[src/rtl/axis_uart_rx_pkg.sv]
// -----------------------------------------------------------------------------
// axis_uart_rx_pkg
// Shared UART definitions used by the transmitter and the receiver:
//   - default frame/divider widths
//   - register address map of the UART control block
//   - parity register layout and the parity helper function
//   - the receive/transmit state encoding
// -----------------------------------------------------------------------------
package axis_uart_rx_pkg;

    // Frame and divider geometry.
    localparam int DATA_WIDTH    = 8;
    localparam int DIVIDER_WIDTH = 32;

    // Register map. The address width is declared first because every
    // address constant below is sized by it.
    localparam int                         UART_ADDR_WIDTH  = 8;
    localparam logic [UART_ADDR_WIDTH-1:0] UART_CTRL_ADDR   = 8'h00;
    localparam logic [UART_ADDR_WIDTH-1:0] UART_DIV_ADDR    = 8'h04;
    localparam logic [UART_ADDR_WIDTH-1:0] UART_PARITY_ADDR = 8'h08;
    localparam logic [UART_ADDR_WIDTH-1:0] UART_STATUS_ADDR = 8'h0C;
    localparam logic [UART_ADDR_WIDTH-1:0] UART_RXDATA_ADDR = 8'h10;
    localparam logic [UART_ADDR_WIDTH-1:0] UART_TXDATA_ADDR = 8'h14;

    // Parity register: the two low bits are {even, odd}.
    typedef struct packed {
        logic [29:0] reserved;
        logic        even;
        logic        odd;
    } uart_parity_reg_t;

    typedef enum logic [2:0] {
        IDLE,
        START,
        DATA,
        PARITY,
        STOP,
        WAIT
    } uart_state_e;

    // Widest payload the parity helper accepts; narrower payloads are
    // zero-extended, which leaves the XOR reduction unchanged.
    localparam int PARITY_MAX_WIDTH = 64;

    // Parity bit expected on the line for a payload. mode is {even, odd};
    // odd wins when both are set, and no parity yields 0.
    function automatic logic parity(input logic [PARITY_MAX_WIDTH-1:0] data,
                                    input logic [1:0]                  mode);
        logic bit_val;
        bit_val = 1'b0;
        if (mode[0]) begin
            bit_val = ~^data;
        end else if (mode[1]) begin
            bit_val = ^data;
        end
        return bit_val;
    endfunction

endpackage

[src/rtl/axis_uart_rx.sv]
// -----------------------------------------------------------------------------
// axis_uart_rx
// UART receiver with an AXI-Stream master output holding one byte.
// The serial line is synchronised, start/data/parity/stop bits are recovered
// with a bit timer driven by a latched clocks-per-bit divider, and each good
// byte is presented on m_axis_*. Error conditions produce one-cycle pulses.
//
// Build option:
//   AXIS_UART_RX_MAJORITY_EN - each bit decision is the 2-of-3 majority of the
//   line around the nominal sample point; all timing moves one cycle later.
//
// Ports:
//   clk_i            system clock
//   rst_i            asynchronous active-high reset
//   clk_divider_i    clk_i cycles per bit (values below 4 act as 4)
//   parity_i         {even, odd} parity enable
//   uart_rx_i        serial line, idle high, asynchronous
//   m_axis_tdata_o   received byte
//   m_axis_tvalid_o  byte valid
//   m_axis_tready_i  sink ready
//   parity_err_o     pulse: parity mismatch, byte discarded
//   frame_err_o      pulse: stop bit low, byte discarded
//   overrun_o        pulse: byte dropped because the output register was full
// -----------------------------------------------------------------------------
module axis_uart_rx #(
    parameter int DATA_WIDTH    = axis_uart_rx_pkg::DATA_WIDTH,
    parameter int DIVIDER_WIDTH = axis_uart_rx_pkg::DIVIDER_WIDTH
) (
    input  logic                     clk_i,
    input  logic                     rst_i,
    input  logic [DIVIDER_WIDTH-1:0] clk_divider_i,
    input  logic [1:0]               parity_i,
    input  logic                     uart_rx_i,
    output logic [DATA_WIDTH-1:0]    m_axis_tdata_o,
    output logic                     m_axis_tvalid_o,
    input  logic                     m_axis_tready_i,
    output logic                     parity_err_o,
    output logic                     frame_err_o,
    output logic                     overrun_o
);
    import axis_uart_rx_pkg::*;

    localparam int                     NBITS_W  = $clog2(DATA_WIDTH + 1);
    localparam logic [NBITS_W-1:0]     LAST_BIT = NBITS_W'(DATA_WIDTH - 1);
    localparam logic [DIVIDER_WIDTH-1:0] MIN_DIV = DIVIDER_WIDTH'(4);

    function automatic logic maj3(input logic a, input logic b, input logic c);
        return (a & b) | (a & c) | (b & c);
    endfunction

    uart_state_e              state, state_n;
    logic [DIVIDER_WIDTH-1:0] cnt, cnt_n;
    logic [DIVIDER_WIDTH-1:0] div_q, div_n;
    logic [DIVIDER_WIDTH-1:0] half;
    logic [DATA_WIDTH-1:0]    shreg, shreg_n;
    logic [NBITS_W-1:0]       nbits, nbits_n;
    logic                     perr, perr_n;
    logic                     deliver, perr_evt, ferr_evt;

    logic sync_p0, sync_p1, line_p2;
    logic line_now, line_prev, sample;

    // ---- stage p0/p1: two-flop synchronizer, p2+: line history ----
`ifdef AXIS_UART_RX_MAJORITY_EN
    logic line_p3;

    always_ff @(posedge clk_i or posedge rst_i) begin
        if (rst_i) begin
            sync_p0 <= 1'b1;
            sync_p1 <= 1'b1;
            line_p2 <= 1'b1;
            line_p3 <= 1'b1;
        end else begin
            sync_p0 <= uart_rx_i;
            sync_p1 <= sync_p0;
            line_p2 <= sync_p1;
            line_p3 <= line_p2;
        end
    end

    // Edge detection and the timer run one cycle behind the synchronised
    // line, so at each timer sample point the newest line value is the
    // nominal point +1 and the vote covers -1, 0, +1.
    assign line_now  = line_p2;
    assign line_prev = line_p3;
    assign sample    = maj3(sync_p1, line_p2, line_p3);
`else
    always_ff @(posedge clk_i or posedge rst_i) begin
        if (rst_i) begin
            sync_p0 <= 1'b1;
            sync_p1 <= 1'b1;
            line_p2 <= 1'b1;
        end else begin
            sync_p0 <= uart_rx_i;
            sync_p1 <= sync_p0;
            line_p2 <= sync_p1;
        end
    end

    assign line_now  = sync_p1;
    assign line_prev = line_p2;
    assign sample    = sync_p1;
`endif

    assign half = div_q >> 1;

    // ---- frame FSM: state and bit-timer registers ----
    always_ff @(posedge clk_i or posedge rst_i) begin
        if (rst_i) begin
            state <= IDLE;
            cnt   <= '0;
            div_q <= '0;
            shreg <= '0;
            nbits <= '0;
            perr  <= 1'b0;
        end else begin
            state <= state_n;
            cnt   <= cnt_n;
            div_q <= div_n;
            shreg <= shreg_n;
            nbits <= nbits_n;
            perr  <= perr_n;
        end
    end

    always_comb begin
        state_n  = state;
        cnt_n    = cnt + 1'b1;
        div_n    = div_q;
        shreg_n  = shreg;
        nbits_n  = nbits;
        perr_n   = perr;
        deliver  = 1'b0;
        perr_evt = 1'b0;
        ferr_evt = 1'b0;

        case (state)
            IDLE: begin
                cnt_n = '0;
                if (line_prev && !line_now) begin
                    state_n = START;
                    // Divider is frozen for the whole frame.
                    div_n   = (clk_divider_i < MIN_DIV) ? MIN_DIV : clk_divider_i;
                    nbits_n = '0;
                    perr_n  = 1'b0;
                end
            end
            START: begin
                if (cnt == half - 1'b1) begin
                    cnt_n   = '0;
                    // A line already back high mid-start-bit is a glitch.
                    state_n = sample ? IDLE : DATA;
                end
            end
            DATA: begin
                if (cnt == div_q - 1'b1) begin
                    cnt_n   = '0;
                    shreg_n = {sample, shreg[DATA_WIDTH-1:1]};
                    nbits_n = nbits + 1'b1;
                    if (nbits == LAST_BIT) begin
                        state_n = (parity_i != 2'b00) ? PARITY : STOP;
                    end
                end
            end
            PARITY: begin
                if (cnt == div_q - 1'b1) begin
                    cnt_n = '0;
                    if (sample != parity(PARITY_MAX_WIDTH'(shreg), parity_i)) begin
                        perr_n = 1'b1;
                    end
                    state_n = STOP;
                end
            end
            STOP: begin
                if (cnt == div_q - 1'b1) begin
                    cnt_n = '0;
                    if (!sample) begin
                        // Framing error masks any parity error.
                        ferr_evt = 1'b1;
                        state_n  = WAIT;
                    end else if (perr) begin
                        perr_evt = 1'b1;
                        state_n  = IDLE;
                    end else begin
                        deliver  = 1'b1;
                        state_n  = IDLE;
                    end
                end
            end
            WAIT: begin
                // Hold through a break so a long low does not retrigger.
                cnt_n = '0;
                if (line_now) begin
                    state_n = IDLE;
                end
            end
            default: begin
                state_n = IDLE;
                cnt_n   = '0;
            end
        endcase
    end

    // ---- output stage: one-entry AXIS register and error pulses ----
    always_ff @(posedge clk_i or posedge rst_i) begin
        if (rst_i) begin
            m_axis_tdata_o  <= '0;
            m_axis_tvalid_o <= 1'b0;
            parity_err_o    <= 1'b0;
            frame_err_o     <= 1'b0;
            overrun_o       <= 1'b0;
        end else begin
            parity_err_o <= perr_evt;
            frame_err_o  <= ferr_evt;
            overrun_o    <= 1'b0;
            if (deliver) begin
                if (m_axis_tvalid_o && !m_axis_tready_i) begin
                    overrun_o <= 1'b1;
                end else begin
                    // Either empty or draining this cycle: take the new byte.
                    m_axis_tdata_o  <= shreg;
                    m_axis_tvalid_o <= 1'b1;
                end
            end else if (m_axis_tvalid_o && m_axis_tready_i) begin
                m_axis_tvalid_o <= 1'b0;
            end
        end
    end

endmodule

[config.mk]
export PLATFORM = sky130hd
export DESIGN_NAME = axis_uart_rx
export DESIGN_NICKNAME = d
export VERILOG_FILES = /design/src/rtl/axis_uart_rx_pkg.sv /design/src/rtl/axis_uart_rx.sv
export SDC_FILE = /design/constraint.sdc
export NUM_CORES = 1
export LEC_CHECK = 0
export CAP_MARGIN = 20
export CORE_MARGIN = 5
export CORE_UTILIZATION = 40
export CTS_BUF_LIST = sky130_fd_sc_hd__clkbuf_8
export DETAILED_ROUTE_END_ITERATION = 6
export GPL_ROUTABILITY_DRIVEN = 0
export PLACE_DENSITY = 0.56
export SYNTH_ARGS = -nofsm -noshare
export SYNTH_HDL_FRONTEND = slang
export SYNTH_SLANG_ARGS = --single-unit
[constraint.sdc]
create_clock -name clk_i -period 5.17 [get_ports clk_i]
set_input_delay 0.7755 -clock clk_i [delete_from_list [all_inputs] [get_ports clk_i]]
set_output_delay 0.7755 -clock clk_i [all_outputs]
set_load 0.01 [all_outputs]
==> out/qor.yml, run 1 <==
outcome:
  status: "finished, final reports clean"
synth:
  synthArstFlopShare_pct: 100.0
  syn-cell-area_um2: 6745
  syn_nets: 788
  syn_area_per_cell_um2: 9.042
  ys_warn_count: 0
  yosysSeqAreaShare_pct: 35.30
  postSynthCellCount: 746
  synth.distinct_cells: 70
  synth_area_leader_cell: "dfrtp_1"
  synthTopCellsByArea: "dfrtp_1 34%, xnor2_1 8.1%, mux2_2 8.0%"
  synth_edf_count: 0
  yosysTopAreaCellShare_pct: 34.13
  ys_ff_latch: 95
  ys.flop_type: "dfrtp_1"
timing:
  skew_ns: 0.01613
  slew_headroom_pct: 35.38
  worst_slew_pin_slew_ns: 0.9682
  max_freq_mhz: 212.2
  slew_violations: 0
  rsz0062_at_grt: "no"
  finalCritPeriodShare_pct: 91.15
  min_period_ns: 4.713
  setup_tns_ns: 0
  hold_viol_final: 0
  whs_ns: 0.3608
  setup_violations: 0
layout:
  insertedDiodeCount: 0
  multi_input_area_um2: 4069
  nets: 803
  area_growth_pct: 12.08
  regArea_um2: 2381
  final_layout_size_suffix_gt1_share_pct: 13.05
  fillers: 1633
routing:
  drc_errors: 0
  drt_wl_total_um: 19400
  viasPerCell: 5.898
  drt-initial-drc-count: 445
  vias: 5815
  wl_per_cell_um: 19.67
  drtPass1Iterations: 5
  ant_nets: 0
worst_hold_path:
  holdCritPathClass: "reg -> reg"
  hold_end: "line_now"
  min_from: "sync_p0"
  holdPathStages: 0
run:
  maxCapViolCount: 0
global_routing:
  grt_first_pass_wirelength_um: 31490
  grt_pass1_vias: 5857
  grt_max_degree: 59
  grt.total_usage_pct: 19.97
  grt.overflow.total: 0
  antenna_found_initial: 0
critical_path:
  crit_fanout: 10
  crit_type: "reg -> reg"
  rr_startpoint: "div_q[2]"
  rrSetupSlack_ns: 0.46
  worst_setup_path_start_kind: "flip-flop"
  r2r_cells: 10
  cp.arrival_ns: 5.00
  cp_data_required_time_ns: 5.45
  end_kind: "flip-flop"
  r2r_end: "m_axis_tdata_o[5]"
power_and_ir_drop:
  p_per_area_nw_per_um2: 435.5
  internal-power_mw: 1.741
  power_frac_clock_pct: 14.8
  p_seq_share_pct: 40.0
  peakVddDrop_mv: 0.2641
  cellLeakagePower_nw: 2.897
  p_sw_share_pct: 47.12
  switchingPower_mw: 1.551
  p_comb_share_pct: 45.2
clock_tree:
  htree_levels: 3
  tritoncts: "done"
  clock_latency_ns: 0.40
  clock-sinks: 95
  cts_inserted_buffers: 9
  postCtsResizedCells: 0
  postCtsSetupBuffers: 0
  clockBufferDepth: 2
  clkTransAtPathRegs_ns: 0.10
  cts_hold_buf: 0
  clockRootBuffer: "clkbuf_8"
floorplan:
  io_pins: 50
  start_util_pct: 40.67
  die_h_um: 139.9
  fp.coreArea_um2: 16580
  num_rows: 47
  die_w_um: 139.9
  die_area_um2: 19560
place:
  dp_hpwl_um: 14840
  port_buffers: 49
## power by group through the flow
stage / clock network (mW) / registers (mW) / logic (mW)
after global routing: 0.534 / 1.35 / 1.63
after CTS: 0.506 / 1.30 / 1.47
final: 0.488 / 1.32 / 1.49
after detailed placement: 0 / 1.32 / 1.45
after floorplan: 0 / 0.983 / 1.37
after global placement: 0 / 1.31 / 1.44
## per-stage QoR
stage          cells  power (mW)  area [um^2]  setup slack [ns]  util [%]
6_report         986       3.292         7560            0.4574     45.59
5_1_grt          986       3.514         7560            0.2543     45.59
4_1_cts          986       3.276         7560            0.5290     45.59
3_5_place_dp     970       2.776         7372            0.5410     44.45
3_3_place_gp     970       2.751         7372            0.6659     44.45
2_1_floorplan    746       2.353         6745             1.047         -
## placed cells by master, fill, tap and decap left out, types with 5 or more instances in the layout
cell,n
a21oi_1,17
a31oi_1,6
and3_1,18
and4_1,5
buf_4,15
clkbuf_8,9
clkdlybuf4s50_1,49
dfrtp_1,92
inv_1,10
mux2_2,48
nand2_1,38
nand2b_1,9
nand3_1,24
nand4_1,19
nor2_1,71
nor2b_1,6
nor3_1,26
nor3b_1,5
nor4_1,36
o211ai_1,6
o21ai_0,12
or2_2,7
or3_1,10
or4_1,14
xnor2_1,62
xor2_1,55
## sequential cells by signal, indices dropped and copies added (netlist names), 3 cells and up
| register | count |
|---|---|
| nbits | 4 |
| div_q | 32 |
| state | 3 |
| cnt | 32 |
| shreg | 8 |
| m_axis_tdata_o | 8 |
## per-layer routing
| layer | GRT usage, % | wire (um) | share of wire (%) | vias up |
|---|---|---|---|---|
| met3 | 3.739 | 1213 | 6.3 | 32 |
| met4 | 6.476 | 485 | 2.5 | 0 |
| met2 | 31.98 | 8875 | 46 | 214 |
| li1 | - | - | - | 2706 |
| met1 | 27.32 | 8825 | 45 | 2863 |
| met5 | 0 | 0 | 0 | - |
## cells in the mapped netlist, types with 4 or more instances
cell type   n
inv_1      11
buf_1       7
o211ai_1    6
or3_1      10
nand3_1    25
nand3b_1    4
xor2_1     55
o21ai_0    12
and4_1      5
o2111ai_1   4
nor3_1     26
nand2_1    38
and3_1     18
a22oi_1     5
and2_1      4
a21oi_1    17
nor4_1     36
clkbuf_1   41
xnor2_1    62
a31oi_1     6
ha_1        4
or4_1      14
o22ai_1     4
dfrtp_1    92
nand2b_1    9
nor2b_1     6
nor2_1     71
nor3b_1     5
o21a_1      4
mux2_2     48
nand4_1    19
or2_2       7
buf_2       5
## cell families (layout without fill, tap and decap cells)
kind of cell             after synthesis  count (layout)  share of synthesized area [%]
AO/OA/AOI/OAI                         92              92                          9.572
XOR/XNOR                             117             117                          15.19
adder cells (fa/ha/maj)                4               4                         0.7420
buffers and inverters                 71              91                          4.526
flip-flops                            95              95                          35.30
multiplexers                          51              51                          8.459
AND/OR/NAND/NOR                      316             316                          26.21
## how the worst max path moves through the flow
stage                         from           endpoint  slack (ns)  cells after the start
final                     div_q[2]  m_axis_tdata_o[5]        0.46                     10
after detailed placement  div_q[2]  m_axis_tdata_o[0]        0.54                     10
after global placement    div_q[2]  m_axis_tdata_o[3]        0.67                     10
after CTS                 div_q[2]  m_axis_tdata_o[0]        0.53                     10
after floorplan           div_q[2]  m_axis_tdata_o[0]        1.05                     12
after global routing      div_q[2]  m_axis_tdata_o[3]        0.25                     10
## layout make-up
cell class,instances,share of cell area [%]
Tap cell,220,3.641
Inverter,11,0.5793
Clock inverter,7,0.8441
Timing Repair Buffer,64,7.977
Sequential cell,95,31.50
Clock buffer,9,1.639
Multi-Input combinational cell,580,53.82
## critical path: stages, from the launching register on
cell and delay, ns:
dfrtp_1 0.44, inv_1 0.12, ha_1 0.34, or4b_4 0.55, nor4_1 0.67, and3_1 0.30
o22ai_1 0.07, or4_1 0.49, or4_1 0.63, nor4b_4 0.59, mux2_2 0.40
No activity file was read; power rests on OpenSTA's default activity.
==> run 2, diff against run 1 <==
--- a/config.mk
+++ b/config.mk
@@ -11,7 +11,7 @@
 export CTS_BUF_LIST = sky130_fd_sc_hd__clkbuf_8
 export DETAILED_ROUTE_END_ITERATION = 6
 export GPL_ROUTABILITY_DRIVEN = 0
-export PLACE_DENSITY = 0.56
+export PLACE_DENSITY = 0.6
 export SYNTH_ARGS = -nofsm -noshare
 export SYNTH_HDL_FRONTEND = slang
 export SYNTH_SLANG_ARGS = --single-unit
==> run 2 against run 1 <==
Critical path depth did not move. Flip-flop and latch count did not move. Power rose by 0.26%. Highest routed layer unchanged.
==> out/qor.yml, run 2 (synthesis gave the netlist of run 1 again) <==
power_and_ir_drop:
  p_seq_share_pct: 39.9
  internal-power_mw: 1.751
  power_frac_clock_pct: 15.0
  p_sw_share_pct: 46.94
  p_per_area_nw_per_um2: 436.2
  cellLeakagePower_nw: 2.903
  peakVddDrop_mv: 0.2497
  p_comb_share_pct: 45.1
  switchingPower_mw: 1.549
  p_total_mw: 3.301
global_routing:
  grt.overflow.total: 0
  grt_max_degree: 52
  grt.total_usage_pct: 19.39
  grt_pass1_vias: 5689
  antenna_found_initial: 0
  grt_first_pass_wirelength_um: 30790
critical_path:
  rrSetupSlack_ns: 0.38
  cp_data_required_time_ns: 5.46
  crit_fanout: 10
  r2r_cells: 10
  r2r_end: "m_axis_tdata_o[5]"
  worst_setup_path_start_kind: "flip-flop"
  cp.arrival_ns: 5.08
  rr_startpoint: "div_q[2]"
  crit_type: "reg -> reg"
  end_kind: "flip-flop"
layout:
  area_growth_pct: 12.19
  fillers: 1622
  finish.instance_area_um2: 7567
  nets: 803
  final_layout_size_suffix_gt1_share_pct: 13.05
  mostFrequentLayoutCell: "dfrtp_1"
  insertedDiodeCount: 0
  mostFrequentLayoutCells: "92 x dfrtp_1, 71 x nor2_1, 62 x xnor2_1"
  reg_top3: "cnt: 32 flops, div_q: 32 flops"
timing:
  timing.final.ws_setup_ns: 0.3751
  slew_violations: 0
  hold_viol_final: 0
  worst_slew_pin_slew_ns: 0.9820
  setup_violations: 0
  rsz0062_at_grt: "no"
  min_period_ns: 4.795
  slew_headroom_pct: 34.46
  setup_tns_ns: 0
  max_freq_mhz: 208.6
  skew_ns: 0.01511
  finalCritPeriodShare_pct: 92.75
routing:
  vias: 5837
  drtPass1Iterations: 5
  drt-initial-drc-count: 509
  ant_nets: 0
  viasPerCell: 5.920
  drt_wl_total_um: 18920
  drc_errors: 0
  wl_per_cell_um: 19.19
clock_tree:
  clkTransAtPathRegs_ns: 0.11
  tritoncts: "done"
  cts_inserted_buffers: 9
  cts_hold_buf: 0
  clock-sinks: 95
  clockRootBuffer: "clkbuf_8"
  postCtsSetupBuffers: 0
  postCtsResizedCells: 0
  clock_latency_ns: 0.40
  htree_levels: 3
  clockBufferDepth: 2
place:
  dp_hpwl_um: 14490
  dpl_cell_area_um2: 7372
  dp_slack_ns: 0.4341
  port_buffers: 49
floorplan:
  die_area_um2: 19560
  die_h_um: 139.9
  die_w_um: 139.9
  num_rows: 47
  start_util_pct: 40.67
  fp.coreArea_um2: 16580
  io_pins: 50
run:
  maxCapViolCount: 0
worst_hold_path:
  min_from: "sync_p0"
  hold_end: "line_now"
  holdCritPathClass: "reg -> reg"
  holdPathStages: 0
outcome:
  status: "finished, final reports clean"
run 2: cell types whose count changed in the layout (fill, tap and decap cells not counted), sizes merged:
cell,before,now
clkinv,3,1
clkinvlp,1,0
inv,14,17
run 2: critical path: stages (launching register included):
cell and delay, ns:
dfrtp_1 0.45, inv_1 0.11, ha_1 0.32, or4b_4 0.54, nor4_1 0.69, and3_1 0.30, o22ai_1 0.07, or4_1 0.49
or4_1 0.76, nor4b_4 0.55, mux2_2 0.40
run 2: power by group through the flow:
stage	clock network, mW	registers, mW	logic, mW
after floorplan	0	0.983	1.37
after global placement	0	1.30	1.44
after detailed placement	0	1.32	1.46
after CTS	0.516	1.30	1.47
after global routing	0.544	1.34	1.62
final	0.495	1.32	1.49
run 2: per-layer routing:
metal	vias to the layer above	wire length [um]	track usage, %
li1	2725	-	-
met1	2829	8275	26.86
met2	241	8745	30.46
met3	42	1326	3.328
met4	0	575	7.190
met5	-	0	0
run 2: through the flow:
step | utilization, % | cells | hold slack (ns)
floorplan | - | 746 | 0.3452
global placement | 44.45 | 970 | 0.3456
detailed placement | 44.45 | 970 | 0.3470
CTS | 45.63 | 986 | 0.3630
global route | 45.63 | 986 | 0.3729
finish | 45.63 | 986 | 0.3625
run 2: how the worst max path moves through the flow:
stage          slack [ns]  startpoint                 to
2_1_floorplan        1.05    div_q[2]  m_axis_tdata_o[0]
3_3_place_gp         0.59    div_q[2]  m_axis_tdata_o[3]
3_5_place_dp         0.43    div_q[1]  m_axis_tdata_o[4]
4_1_cts              0.40    div_q[1]  m_axis_tdata_o[5]
5_1_grt              0.13    div_q[1]  m_axis_tdata_o[5]
6_report             0.38    div_q[2]  m_axis_tdata_o[5]
run 2: final cells by class:
cell class	instances	area, um^2	area share [%]
inverters	11	43.79	0.5787
multi-input cells	580	4069	53.77
clock buffers	9	123.9	1.637
repair buffers	64	603.1	7.970
well taps	220	275.3	3.638
flip-flops and latches	95	2381	31.46
clock inverters	7	71.32	0.9425
==> run 3, diff against run 2 <==
--- a/config.mk
+++ b/config.mk
@@ -9,8 +9,10 @@
 export CORE_MARGIN = 5
 export CORE_UTILIZATION = 40
 export CTS_BUF_LIST = sky130_fd_sc_hd__clkbuf_8
+export CTS_CLUSTER_DIAMETER = 50
 export DETAILED_ROUTE_END_ITERATION = 6
 export GPL_ROUTABILITY_DRIVEN = 0
+export MAX_ROUTING_LAYER = met4
 export PLACE_DENSITY = 0.6
 export SYNTH_ARGS = -nofsm -noshare
 export SYNTH_HDL_FRONTEND = slang
==> run 3 against run 2 <==
First-iteration DRC count shrank 2.6%. Critical path type unchanged. Global-route usage grew 0.59 points. Die area is the same. Flip-flop and latch count is the same. Worst hold slack is essentially flat. Final cell count is the same. Power grew 0.22%. Register-to-register slack gained 0.04 ns. Design area is the same.
==> out/qor.yml, run 3 (synthesis gave the netlist of run 1 again) <==
clock_tree:
  tritoncts: "done"
  clkTransAtPathRegs_ns: 0.11
  htree_levels: 3
  clockBufferDepth: 2
  cts_hold_buf: 0
  clock-sinks: 95
  postCtsResizedCells: 0
  clock_latency_ns: 0.40
  cts_inserted_buffers: 9
  postCtsSetupBuffers: 0
  clockRootBuffer: "clkbuf_8"
layout:
  nets: 803
  mostFrequentLayoutCell: "dfrtp_1"
  multi_input_area_um2: 4069
  finish.instance_area_um2: 7567
  mostFrequentLayoutCells: "92 x dfrtp_1, 71 x nor2_1, 62 x xnor2_1"
  fillers: 1622
  area_growth_pct: 12.19
  insertedDiodeCount: 0
  reg_top3: "cnt: 32 flops, div_q: 32 flops"
  final_layout_size_suffix_gt1_share_pct: 13.05
  regArea_um2: 2381
floorplan:
  die_w_um: 139.9
  fp.coreArea_um2: 16580
  die_h_um: 139.9
  start_util_pct: 40.67
  die_area_um2: 19560
  io_pins: 50
  num_rows: 47
timing:
  max_freq_mhz: 210.2
  slew_headroom_pct: 36.47
  timing.final.ws_setup_ns: 0.4117
  finalCritPeriodShare_pct: 92.04
  setup_violations: 0
  rsz0062_at_grt: "no"
  min_period_ns: 4.758
  worst_slew_pin_slew_ns: 0.9519
  hold_viol_final: 0
  skew_ns: 0.01744
  setup_tns_ns: 0
  slew_violations: 0
  whs_ns: 0.3629
power_and_ir_drop:
  p_per_area_nw_per_um2: 437.1
  cellLeakagePower_nw: 2.903
  peakVddDrop_mv: 0.2515
  p_total_mw: 3.308
critical_path:
  rrSetupSlack_ns: 0.41
  crit_path_top_delay_cell: "or4_1"
  cp.arrival_ns: 5.05
  path_cells: "inv_1 -> ha_1 -> or4b_4 -> nor4_1 -> and3_1 -> o22ai_1 -> or4_1 -> or4_1 -> nor4b_4 -> mux2_2"
  critPathLaunch: "div_q[2]"
  crit_top_cell: "or4_1"
  crit_fanout: 10
  end_kind: "flip-flop"
  crit_type: "reg -> reg"
  rr_startpoint: "div_q[2]"
  worst_setup_path_start_kind: "flip-flop"
  cp_data_required_time_ns: 5.46
  slowest_delay_ns: 0.76
global_routing:
  grt.total_usage_pct: 19.98
  grt.overflow.total: 0
  grt_max_degree: 52
  antenna_found_initial: 0
  grt_first_pass_wirelength_um: 30800
  grt_pass1_vias: 5683
run:
  maxCapViolCount: 0
routing:
  vias: 5818
  wl_per_cell_um: 19.21
  drc_errors: 0
  drtPass1Iterations: 6
  viasPerCell: 5.901
  drt_wl_total_um: 18940
  ant_nets: 0
  drt-initial-drc-count: 496
place:
  port_buffers: 49
  dpl_cell_area_um2: 7372
  dp_slack_ns: 0.4341
  dp_hpwl_um: 14490
worst_hold_path:
  min_from: "sync_p0"
  holdCritPathClass: "reg -> reg"
outcome:
  status: "finished, final reports clean"
-- run 3: cell counts in the layout (fill, tap and decap cells not counted) --
Identical to the previous run, type by type.
-- run 3: critical path: cells and delay by family (launching register included) --
kind,cells,cell delay [ns]
and+or+nand+nor,6,3.31
DFF,1,0.45
muxes,1,0.40
adders and majority gates,1,0.31
buffers and inverters,1,0.11
AOI/OAI and AO/OA,1,0.07
-- run 3: area by class of cell --
class / count / area share (%)
well taps: 220 / 3.638
clock buffers: 9 / 1.637
inverters: 11 / 0.5787
repair buffers: 64 / 7.970
clock inverters: 7 / 0.9425
flip-flops and latches: 95 / 31.46
multi-input cells: 580 / 53.77
-- run 3: report_power, final --
part / internal [mW] / switching, mW / leakage, nW
Sequential: 0.893 / 0.424 / 1.23
Combinational: 0.668 / 0.826 / 1.57
Clock: 0.191 / 0.307 / 0.100
Total: 1.75 / 1.56 / 2.90
-- run 3: path summary, 6_finish.rpt --
| path | to | depth (start not counted) |
|---|---|---|
| hold / removal | line_now | 0 |
| hold reg to reg | line_now | 0 |
| setup reg to reg | m_axis_tdata_o[5] | 10 |
| setup / recovery | m_axis_tdata_o[5] | 10 |
| max in group asynchronous | m_axis_tdata_o[0] | 3 |
| min in group asynchronous | div_q[24] | 2 |
-- run 3: metrics by stage --
stage	utilization, %	std cells
after floorplan	-	746
after detailed placement	44.45	970
after global placement	44.45	970
after CTS	45.63	986
final	45.63	986
after global routing	45.63	986
-- run 3: per-layer routing --
metal / vias up / routed length (um) / GRT usage (%)
li1: 2724 / - / -
met1: 2812 / 8383 / 26.86
met2: 242 / 8727 / 30.49
met3: 40 / 1252 / 3.362
met4: 0 / 581 / 7.190
met5: - / 0 / -
